File: config.mk
export PLATFORM = sky130hd
export DESIGN_NAME = divu_seq_flat
export DESIGN_NICKNAME = d
export VERILOG_FILES = /design/src/rtl/divu_pkg.sv /design/src/rtl/divu_if.sv /design/src/rtl/divu_1iter.sv /design/src/rtl/divu_seq.sv /design/src/flat_wrapper.sv
export SDC_FILE = /design/constraint.sdc
export NUM_CORES = 1
export LEC_CHECK = 0
export CORE_UTILIZATION = 60
export CTS_BUF_LIST = sky130_fd_sc_hd__clkbuf_8
export CTS_CLUSTER_SIZE = 40
export DETAILED_ROUTE_END_ITERATION = 12
export PLACE_DENSITY_LB_ADDON = 0.1
export SYNTH_ARGS = -nofsm -noshare
export SYNTH_HDL_FRONTEND = slang
export SYNTH_HIERARCHICAL = 1
export SYNTH_SLANG_ARGS = --single-unit
export TNS_END_PERCENT = 100
File: constraint.sdc
create_clock -name i_clk -period 5.7 [get_ports i_clk]
set_input_delay 1.71 -clock i_clk [delete_from_list [all_inputs] [get_ports i_clk]]
set_output_delay 1.71 -clock i_clk [all_outputs]
set_load 0.005 [all_outputs]
File: src/rtl/divu_pkg.sv
// Shared widths, iteration count and FSM encoding for the sequential divider.
// Optional signed support is enabled by defining DIVU_SIGNED_EN.
package divu_pkg;

    localparam int DIVU_WIDTH = 32;
    localparam int DIVU_ITERS = 32;
    localparam int DIVU_CNT_W = 5;

    // Counter value at which the final iteration is registered.
    localparam logic [DIVU_CNT_W-1:0] DIVU_LAST = DIVU_CNT_W'(DIVU_ITERS - 1);

    typedef enum logic [1:0] {
        DIVU_IDLE = 2'd0,
        DIVU_BUSY = 2'd1,
        DIVU_DONE = 2'd2
    } divu_state_t;

endpackage

File: src/rtl/divu_if.sv
// Operand and result handshakes of the divider; slave is the divider side.
// i_signed exists only when DIVU_SIGNED_EN is defined.
interface divu_if;
    import divu_pkg::*;

    logic                  i_valid;
    logic                  o_ready;
    logic [DIVU_WIDTH-1:0] i_dividend;
    logic [DIVU_WIDTH-1:0] i_divisor;
`ifdef DIVU_SIGNED_EN
    logic                  i_signed;
`endif
    logic                  o_valid;
    logic                  i_ready;
    logic [DIVU_WIDTH-1:0] o_quotient;
    logic [DIVU_WIDTH-1:0] o_remainder;
    logic                  o_div_by_zero;

    modport slave (
`ifdef DIVU_SIGNED_EN
        input  i_signed,
`endif
        input  i_valid,
        input  i_dividend,
        input  i_divisor,
        input  i_ready,
        output o_ready,
        output o_valid,
        output o_quotient,
        output o_remainder,
        output o_div_by_zero
    );

    modport master (
`ifdef DIVU_SIGNED_EN
        output i_signed,
`endif
        output i_valid,
        output i_dividend,
        output i_divisor,
        output i_ready,
        input  o_ready,
        input  o_valid,
        input  o_quotient,
        input  o_remainder,
        input  o_div_by_zero
    );

endinterface

File: src/rtl/divu_1iter.sv
// One restoring shift-subtract step: shifts the next dividend bit into the
// partial remainder and subtracts the divisor when it fits.
module divu_1iter
    import divu_pkg::*;
(
    input  logic [DIVU_WIDTH-1:0] dividend_i,
    input  logic [DIVU_WIDTH-1:0] divisor_i,
    input  logic [DIVU_WIDTH-1:0] quotient_i,
    input  logic [DIVU_WIDTH-1:0] remainder_i,
    output logic [DIVU_WIDTH-1:0] dividend_o,
    output logic [DIVU_WIDTH-1:0] quotient_o,
    output logic [DIVU_WIDTH-1:0] remainder_o
);

    // The trial value can reach 2*divisor-1, so one extra bit keeps the
    // borrow of the subtraction meaningful.
    logic [DIVU_WIDTH:0] trial;
    logic [DIVU_WIDTH:0] diff;
    logic                fits;

    assign trial = {remainder_i, dividend_i[DIVU_WIDTH-1]};
    assign diff  = trial - {1'b0, divisor_i};
    assign fits  = ~diff[DIVU_WIDTH];

    assign dividend_o  = {dividend_i[DIVU_WIDTH-2:0], 1'b0};
    assign quotient_o  = {quotient_i[DIVU_WIDTH-2:0], fits};
    assign remainder_o = fits ? diff[DIVU_WIDTH-1:0] : trial[DIVU_WIDTH-1:0];

endmodule

File: src/rtl/divu_seq.sv
// Sequential 32-bit divider controller: one divu_1iter step per clock.
// Defining DIVU_SIGNED_EN adds i_signed with magnitude pre/post processing.
module divu_seq
    import divu_pkg::*;
(
    input  logic  i_clk,
    input  logic  i_rst_n,
    divu_if.slave bus
);

    divu_state_t           state_q;
    logic [DIVU_CNT_W-1:0] cnt_q;
    logic [DIVU_WIDTH-1:0] dvd_q;
    logic [DIVU_WIDTH-1:0] dvs_q;
    logic [DIVU_WIDTH-1:0] quot_q;
    logic [DIVU_WIDTH-1:0] rem_q;
    logic                  dbz_q;
    logic                  valid_q;
    logic                  ready_q;

    logic [DIVU_WIDTH-1:0] dvd_d;
    logic [DIVU_WIDTH-1:0] quot_d;
    logic [DIVU_WIDTH-1:0] rem_d;

    logic [DIVU_WIDTH-1:0] acc_dvd;
    logic [DIVU_WIDTH-1:0] acc_dvs;

`ifdef DIVU_SIGNED_EN
    logic sgn_dvd_q;
    logic sgn_dvs_q;
    logic acc_sgn_dvd;
    logic acc_sgn_dvs;

    assign acc_sgn_dvd = bus.i_signed & bus.i_dividend[DIVU_WIDTH-1];
    assign acc_sgn_dvs = bus.i_signed & bus.i_divisor[DIVU_WIDTH-1];
    assign acc_dvd     = acc_sgn_dvd ? (~bus.i_dividend + 1'b1) : bus.i_dividend;
    assign acc_dvs     = acc_sgn_dvs ? (~bus.i_divisor + 1'b1) : bus.i_divisor;

    // Divide by zero keeps the all-ones quotient; the remainder regains the
    // dividend sign, which restores the original dividend.
    assign bus.o_quotient  = (sgn_dvd_q ^ sgn_dvs_q) && !dbz_q ? (~quot_q + 1'b1) : quot_q;
    assign bus.o_remainder = sgn_dvd_q ? (~rem_q + 1'b1) : rem_q;
`else
    assign acc_dvd         = bus.i_dividend;
    assign acc_dvs         = bus.i_divisor;
    assign bus.o_quotient  = quot_q;
    assign bus.o_remainder = rem_q;
`endif

    assign bus.o_ready       = ready_q;
    assign bus.o_valid       = valid_q;
    assign bus.o_div_by_zero = dbz_q;

    divu_1iter u_iter (
        .dividend_i  (dvd_q),
        .divisor_i   (dvs_q),
        .quotient_i  (quot_q),
        .remainder_i (rem_q),
        .dividend_o  (dvd_d),
        .quotient_o  (quot_d),
        .remainder_o (rem_d)
    );

    always_ff @(posedge i_clk or negedge i_rst_n) begin
        if (!i_rst_n) begin
            state_q   <= DIVU_IDLE;
            cnt_q     <= '0;
            dvd_q     <= '0;
            dvs_q     <= '0;
            quot_q    <= '0;
            rem_q     <= '0;
            dbz_q     <= 1'b0;
            valid_q   <= 1'b0;
            ready_q   <= 1'b1;
`ifdef DIVU_SIGNED_EN
            sgn_dvd_q <= 1'b0;
            sgn_dvs_q <= 1'b0;
`endif
        end else begin
            case (state_q)
                DIVU_IDLE: begin
                    if (bus.i_valid) begin
                        dvd_q     <= acc_dvd;
                        dvs_q     <= acc_dvs;
                        quot_q    <= '0;
                        rem_q     <= '0;
                        cnt_q     <= '0;
                        dbz_q     <= (bus.i_divisor == '0);
`ifdef DIVU_SIGNED_EN
                        sgn_dvd_q <= acc_sgn_dvd;
                        sgn_dvs_q <= acc_sgn_dvs;
`endif
                        ready_q   <= 1'b0;
                        state_q   <= DIVU_BUSY;
                    end
                end
                DIVU_BUSY: begin
                    dvd_q  <= dvd_d;
                    quot_q <= quot_d;
                    rem_q  <= rem_d;
                    cnt_q  <= cnt_q + 1'b1;
                    if (cnt_q == DIVU_LAST) begin
                        valid_q <= 1'b1;
                        state_q <= DIVU_DONE;
                    end
                end
                DIVU_DONE: begin
                    if (bus.i_ready) begin
                        valid_q <= 1'b0;
                        ready_q <= 1'b1;
                        state_q <= DIVU_IDLE;
                    end
                end
                default: begin
                    valid_q <= 1'b0;
                    ready_q <= 1'b1;
                    state_q <= DIVU_IDLE;
                end
            endcase
        end
    end

endmodule

File: src/flat_wrapper.sv
// flat-port wrapper written by rule: the top's interface ports become plain ports
module divu_seq_flat import divu_pkg::*;
  (i_clk, i_rst_n, bus_i_valid, bus_i_dividend, bus_i_divisor, bus_i_ready, bus_o_ready, bus_o_valid, bus_o_quotient, bus_o_remainder, bus_o_div_by_zero);
  divu_if bus_i ();
  input  logic i_clk;
  input  logic i_rst_n;
  input wire logic [$bits(bus_i.i_valid)-1:0] bus_i_valid;
  input wire logic [$bits(bus_i.i_dividend)-1:0] bus_i_dividend;
  input wire logic [$bits(bus_i.i_divisor)-1:0] bus_i_divisor;
  input wire logic [$bits(bus_i.i_ready)-1:0] bus_i_ready;
  output wire logic [$bits(bus_i.o_ready)-1:0] bus_o_ready;
  output wire logic [$bits(bus_i.o_valid)-1:0] bus_o_valid;
  output wire logic [$bits(bus_i.o_quotient)-1:0] bus_o_quotient;
  output wire logic [$bits(bus_i.o_remainder)-1:0] bus_o_remainder;
  output wire logic [$bits(bus_i.o_div_by_zero)-1:0] bus_o_div_by_zero;
  assign bus_i.i_valid = bus_i_valid;
  assign bus_i.i_dividend = bus_i_dividend;
  assign bus_i.i_divisor = bus_i_divisor;
  assign bus_i.i_ready = bus_i_ready;
  assign bus_o_ready = bus_i.o_ready;
  assign bus_o_valid = bus_i.o_valid;
  assign bus_o_quotient = bus_i.o_quotient;
  assign bus_o_remainder = bus_i.o_remainder;
  assign bus_o_div_by_zero = bus_i.o_div_by_zero;
  divu_seq u_core (.i_clk(i_clk), .i_rst_n(i_rst_n), .bus(bus_i));
endmodule
Word-level counts from Yosys, hierarchy flattened
Cells that the tools add are included.
Storage, ports and cells
  output and inout port bits: 67
  logic and storage cells: 46
  input port bits: 68
  bits in registers: 138
Cells by class
  reductions and logical operators: 8
  equality and inequality tests: 6
  bitwise gates (word level): 3
  add/subtract/negate cells: 2
  multiplexer cells: 18
Operators with widths (count)
  $pmux W32 S2: 3
  $mux W32: 3
  $sub A33 B32 Y33: 1
  $logic_not A32 Y1: 1
  $pmux W5 S2: 1
  $reduce_and A3 Y1: 3
  $mux W2: 3
  $pmux W1 S3: 2
  $pmux W2 S3: 1
  $add A5 B1 Y5 const B: 1
  $eq A5 B5 Y1 const B: 1
  $mux W5: 1
  $mux W1: 4
  $ne A2 B2 Y1 const B: 2
  $reduce_and A2 Y1: 2
  $not A1 Y1: 3
  $eq A2 B1 Y1 const B: 1
  $eq A2 B2 Y1 const B: 1
  $logic_not A2 Y1: 1
  $ne A2 B1 Y1 const B: 1
  $reduce_bool A2 Y1: 1

Depth between registers and ports, before layout
  depth in word-level cells: 3
  gate-level depth with buffers: 16
  mapped depth without buffers: 14

By module
Netlist, hierarchy kept.
Modules (own cells, without submodules)
  divu_seq: cells an instance 402, area an instance 5525.3 µm², sequential area each 3454.6 µm², times used 1
  divu_1iter: cells an instance 370, area an instance 2842.7 µm², sequential area each 0.0 µm², times used 1

Worst setup path before layout
OpenSTA, ideal clock, no wires.
  path kind: register to register
  from: reg u_core.dvd_q[31]
  to: reg u_core.rem_q[10] (netlist: u_core/bus.o_remainder[10])
  data required time: 5579 ps
  library setup time: 121 ps
  arrival: 3300 ps
  cell stages (with the launch flop): 17
  path slack: 2279 ps
  path buffers: 2
  period minus slack after synthesis: 3421 ps
  path through: dfrtp_1 -> inv_1 -> ha_1 -> fa_1 -> and2b_1 -> o2111ai_2 -> a21oi_2 -> o2111ai_1 -> a211oi_2 -> nor2_4 -> mux2i_4 -> and2_4 -> buf_12 -> inv_8 -> buf_12 -> mux2_4 -> a22o_1
Between the ends
  cells in the longest elaborated chain, start to end: 3
Ends and longest elaborated chain
  from (decl): RTL line divu_seq.sv:13  | logic [DIVU_WIDTH-1:0] dvd_q;
  from (signal assigned): RTL line divu_seq.sv:83  | dvd_q <= acc_dvd;
  from (signal assigned): RTL line divu_seq.sv:98  | dvd_q <= dvd_d;
  $sub A33 B32 Y33: RTL line divu_1iter.sv:22  | assign diff = trial - {1'b0, divisor_i};
  $mux W32: RTL line divu_1iter.sv:27  | assign remainder_o = fits ? diff[DIVU_WIDTH-1:0] : trial[DIVU_WIDTH-1:0];
  named net u_core.rem_d[10]: RTL line divu_seq.sv:23  | logic [DIVU_WIDTH-1:0] rem_d;
  $pmux W32 S2: RTL line divu_seq.sv:80  | case (state_q)
  to (signal assigned): RTL line divu_seq.sv:100  | rem_q <= rem_d;
  to (decl): RTL line divu_seq.sv:16  | logic [DIVU_WIDTH-1:0] rem_q;
The timed path passes the listed nets, and every way through them passes these cells.
A chain may end at the register's enable or synchronous reset.

Worst setup path after layout
  from: reg u_core.dvd_q[31]
  to: reg u_core.rem_q[19] (netlist: u_core/bus.o_remainder[19])
The elaborated chain is that of the path after synthesis.

==> flow_summary.ini <==
[yosys]
netlist_instances = 772
syn_area_sq_um = 8370
synth-seq-cells = 138
avgSynthCellArea_sq_um = 10.8
synthFlopType = dfrtp_1
ys_top_cells_by_area = dfrtp_1 (41%), mux2_4 (8.1%), a22o_1 (6.9%), buf_4 (6.1%), ha_1 (5.1%)
yosysWarningCount = 6
synth.yosys.seq_area_share_pct = 41.3
ys_async_sr_fraction_pct = 100
synth_edf_count = 0
synth.distinct_cells = 69
synth_top_area_share_pct = 41.0
synth_nets = 875
yosysTopAreaCell = dfrtp_1

[detailed_routing]
vias = 6008
wl_um = 18200
dr.first_iter.drc_count = 354
vias_per_cell = 5.93
final_antenna_net_count = 0
avgRoutedWirePerCell_um = 18.0
dr.pass1.iters = 7
drc = 0

[setup_path]
crit_chain = inv_1 -> ha_1 -> fa_1 -> and2b_1 -> o2111ai_2 -> a21oi_2 -> o2111ai_1 -> a211oi_2 -> nor2_4 -> mux2i_4 -> and2_4 -> inv_8 -> mux2_4 -> a22o_1
rr_endpoint = u_core/bus.o_remainder[19]$_DFFE_PN0P_
cpLargestDelayFamily = compound AO/OA/AOI/OAI gates
path_buf_inv = 2
cp_max_fo = 24
crit_arrival_ns = 4.07
critPathKind = reg2reg
regToRegSetupSlack_ns = 1.96
max_stage_delay_ns = 0.41
endpoint_kind = flop
startpoint = u_core/dvd_q[31]$_DFFE_PN0P_
required_ns = 6.04
reg2reg_from = u_core/dvd_q[31]$_DFFE_PN0P_
startpoint_type = flop
r2r_cells = 14
cp_slowest_cell = fa_1

[power_and_ir_drop]
p_int_mw = 4.44
irDropWorstVdd_mv = 0.389
seqPwrFrac_pct = 25.5
power_density_nw_per_um2 = 769
sw_frac_of_total_pct = 39.9
p_comb_share_pct = 63.1
netSwitchingPower_mw = 2.94
leakagePower_nw = 4.54
clkPwrFrac_pct = 11.4

[flow_run]
max-cap-violations = 0

[global_route]
grt_pass1_wl_um = 30100
grt_max_degree = 111
antenna_found_initial = 0
first_global_vias = 6057
grt-ovfl-total = 0
grt_usage_pct = 26.7

[die]
dieHeight_um = 120
die_area_sq_um = 14400
num_rows = 42
core_region_area_sq_um = 13400
die_w_um = 120
io_pins = 135
initial_core_util_pct = 62.4

[timing]
rsz0062_at_grt = false
slew_headroom_pct = 32.9
max_freq_mhz = 268
slew_violations = 0
hold_ws_ns = 0.486
worst_pin_slew_ns = 1.01
post-route-min-period_ns = 3.74
hold_viol_final = 0
setup_violations = 0
clock_skew_ns = 0.0149
min_period_over_period_pct = 65.5
setup-tns-final_ns = 0

[min_path]
hold_end = u_core/dvd_q[2]$_DFFE_PN0P_
worstHoldPathCells = 2
min_path_type = reg2reg
hp-start = u_core/dvd_q[2]$_DFFE_PN0P_

[clock_network]
post-cts-setup-buffers = 0
post_cts_resized = 0
ctsRootBufferMaster = clkbuf_8
cts_inserted_buffers = 17
hold_buffers = 0
numClockSinks = 138
tritoncts = yes
clock_path_buffers = 2
clkTransAtPathRegs_ns = 0.08
cts-htree-levels = 4
clkLatencyLatePin_ns = 0.46

[cells_and_area]
fillers = 991
syn_to_final_growth_pct = 14.7
drive_above_1_share_pct = 13.4
antenna_cells = 0
fin_nets = 928

[outcome]
status = finished, final reports clean

[placement]
dpl.hpwl_um = 12800
portBuffers = 134
gp_congestion = 0.889
==> cells in the final DEF, fill, tap and decap left out, types with 7 or more instances in the layout <==
| cell type | Yosys | layout |
|---|---|---|
| ha_1 | 34 | 34 |
| a21o_1 | 17 | 17 |
| clkbuf_8 | 0 | 17 |
| a22o_1 | 66 | 66 |
| o21a_1 | 7 | 7 |
| mux2i_1 | 35 | 35 |
| nor4_1 | 9 | 9 |
| nor2_1 | 12 | 12 |
| a21oi_1 | 27 | 27 |
| dfrtp_1 | 137 | 137 |
| inv_1 | 36 | 36 |
| nand4_1 | 8 | 8 |
| nand3_1 | 15 | 15 |
| clkdlybuf4s50_1 | 0 | 133 |
| mux2_2 | 10 | 10 |
| xor2_1 | 13 | 13 |
| nand2_1 | 56 | 56 |
| xnor2_1 | 13 | 13 |
| mux2_4 | 45 | 45 |
| o21ai_0 | 52 | 52 |
==> sequential cells by signal, indices dropped and copies added (netlist names) <==
name	count
u_core/bus.o_quotient	32
u_core/bus.o_remainder	32
u_core/dvd_q	32
u_core/dvs_q	32
u_core/cnt_q	5
u_core/state_q	2
u_core/bus.o_div_by_zero	1
u_core/bus.o_ready	1
u_core/bus.o_valid	1
==> layer usage <==
layer / share of wire, % / vias to the layer above / GRT usage (%)
li1: - / 2837 / -
met2: 50 / 190 / 44.8
met1: 42 / 2943 / 32.5
met5: 0 / - / 0
met4: 2.1 / 0 / 9.69
met3: 5.8 / 38 / 7.60
==> worst min-delay path: stages (launching register included) <==
cell and delay [ns]:
dfrtp_1 0.35, nand2_1 0.04, o21ai_0 0.06
==> how the worst max path moves through the flow <==
stage,endpoint,slack (ns),cells after the start
finish,u_core/bus.o_remainder[19]$_DFFE_PN0P_,1.96,14
global route,u_core/bus.o_remainder[19]$_DFFE_PN0P_,1.73,14
CTS,u_core/bus.o_remainder[3]$_DFFE_PN0P_,1.97,14
detailed placement,u_core/dvs_q[26]$_DFFE_PN0P_,1.84,4
global placement,u_core/dvs_q[30]$_DFFE_PN0P_,1.89,4
floorplan,u_core/bus.o_remainder[10]$_DFFE_PN0P_,2.28,16
==> cell families (layout without fill, tap and decap cells) <==
logic type               after synthesis  after routing  synth area share [%]
AO/OA/AOI/OAI                        207            207                  17.6
XOR/XNOR                              26             26                  2.72
adder cells (fa/ha/maj)               35             35                  5.32
buffers and inverters                142            208                  11.3
flip-flops                           138            138                  41.3
multiplexers                          91             91                  13.9
other                                  1              1                0.0448
AND/OR/NAND/NOR                      132            132                  7.84
==> synth_stat cells (15+ instances only) <==
library cell and n:
dfrtp_1 137, buf_4 68, a22o_1 66, nand2_1 56, o21ai_0 52, mux2_4 45
inv_1 36, mux2i_1 35, ha_1 34, a21oi_1 27, a21o_1 17, nand3_1 15
==> power groups by stage <==
stage / clock (mW) / combinational, mW / sequential [mW]
after global placement: 0 / 4.42 / 1.87
after global routing: 0.897 / 5.07 / 1.94
after detailed placement: 0 / 4.61 / 1.89
after floorplan: 0 / 3.99 / 1.79
final: 0.839 / 4.66 / 1.88
after CTS: 0.853 / 4.63 / 1.88
==> cell type report <==
| class | instances | area [sq um] | area share [%] |
|---|---|---|---|
| Clock buffer | 17 | 234 | 2.44 |
| Clock inverter | 15 | 178 | 1.85 |
| Inverter | 37 | 146 | 1.53 |
| Multi-Input combinational cell | 492 | 3980 | 41.5 |
| Sequential cell | 138 | 3450 | 36.0 |
| Tap cell | 176 | 220 | 2.29 |
| Timing Repair Buffer | 139 | 1380 | 14.4 |
==> stage by stage <==
step	power [mW]	setup WS, ns	cells	area [sq um]	utilization, %
4_1_cts	7.37	1.97	1014	9600	71.6
2_1_floorplan	5.78	2.28	772	8370	-
3_5_place_dp	6.50	1.84	982	9180	68.5
3_3_place_gp	6.29	1.89	982	9180	68.5
6_report	7.38	1.96	1014	9600	71.6
5_1_grt	7.90	1.73	1014	9600	71.6
No activity file was read; power rests on OpenSTA's default activity.
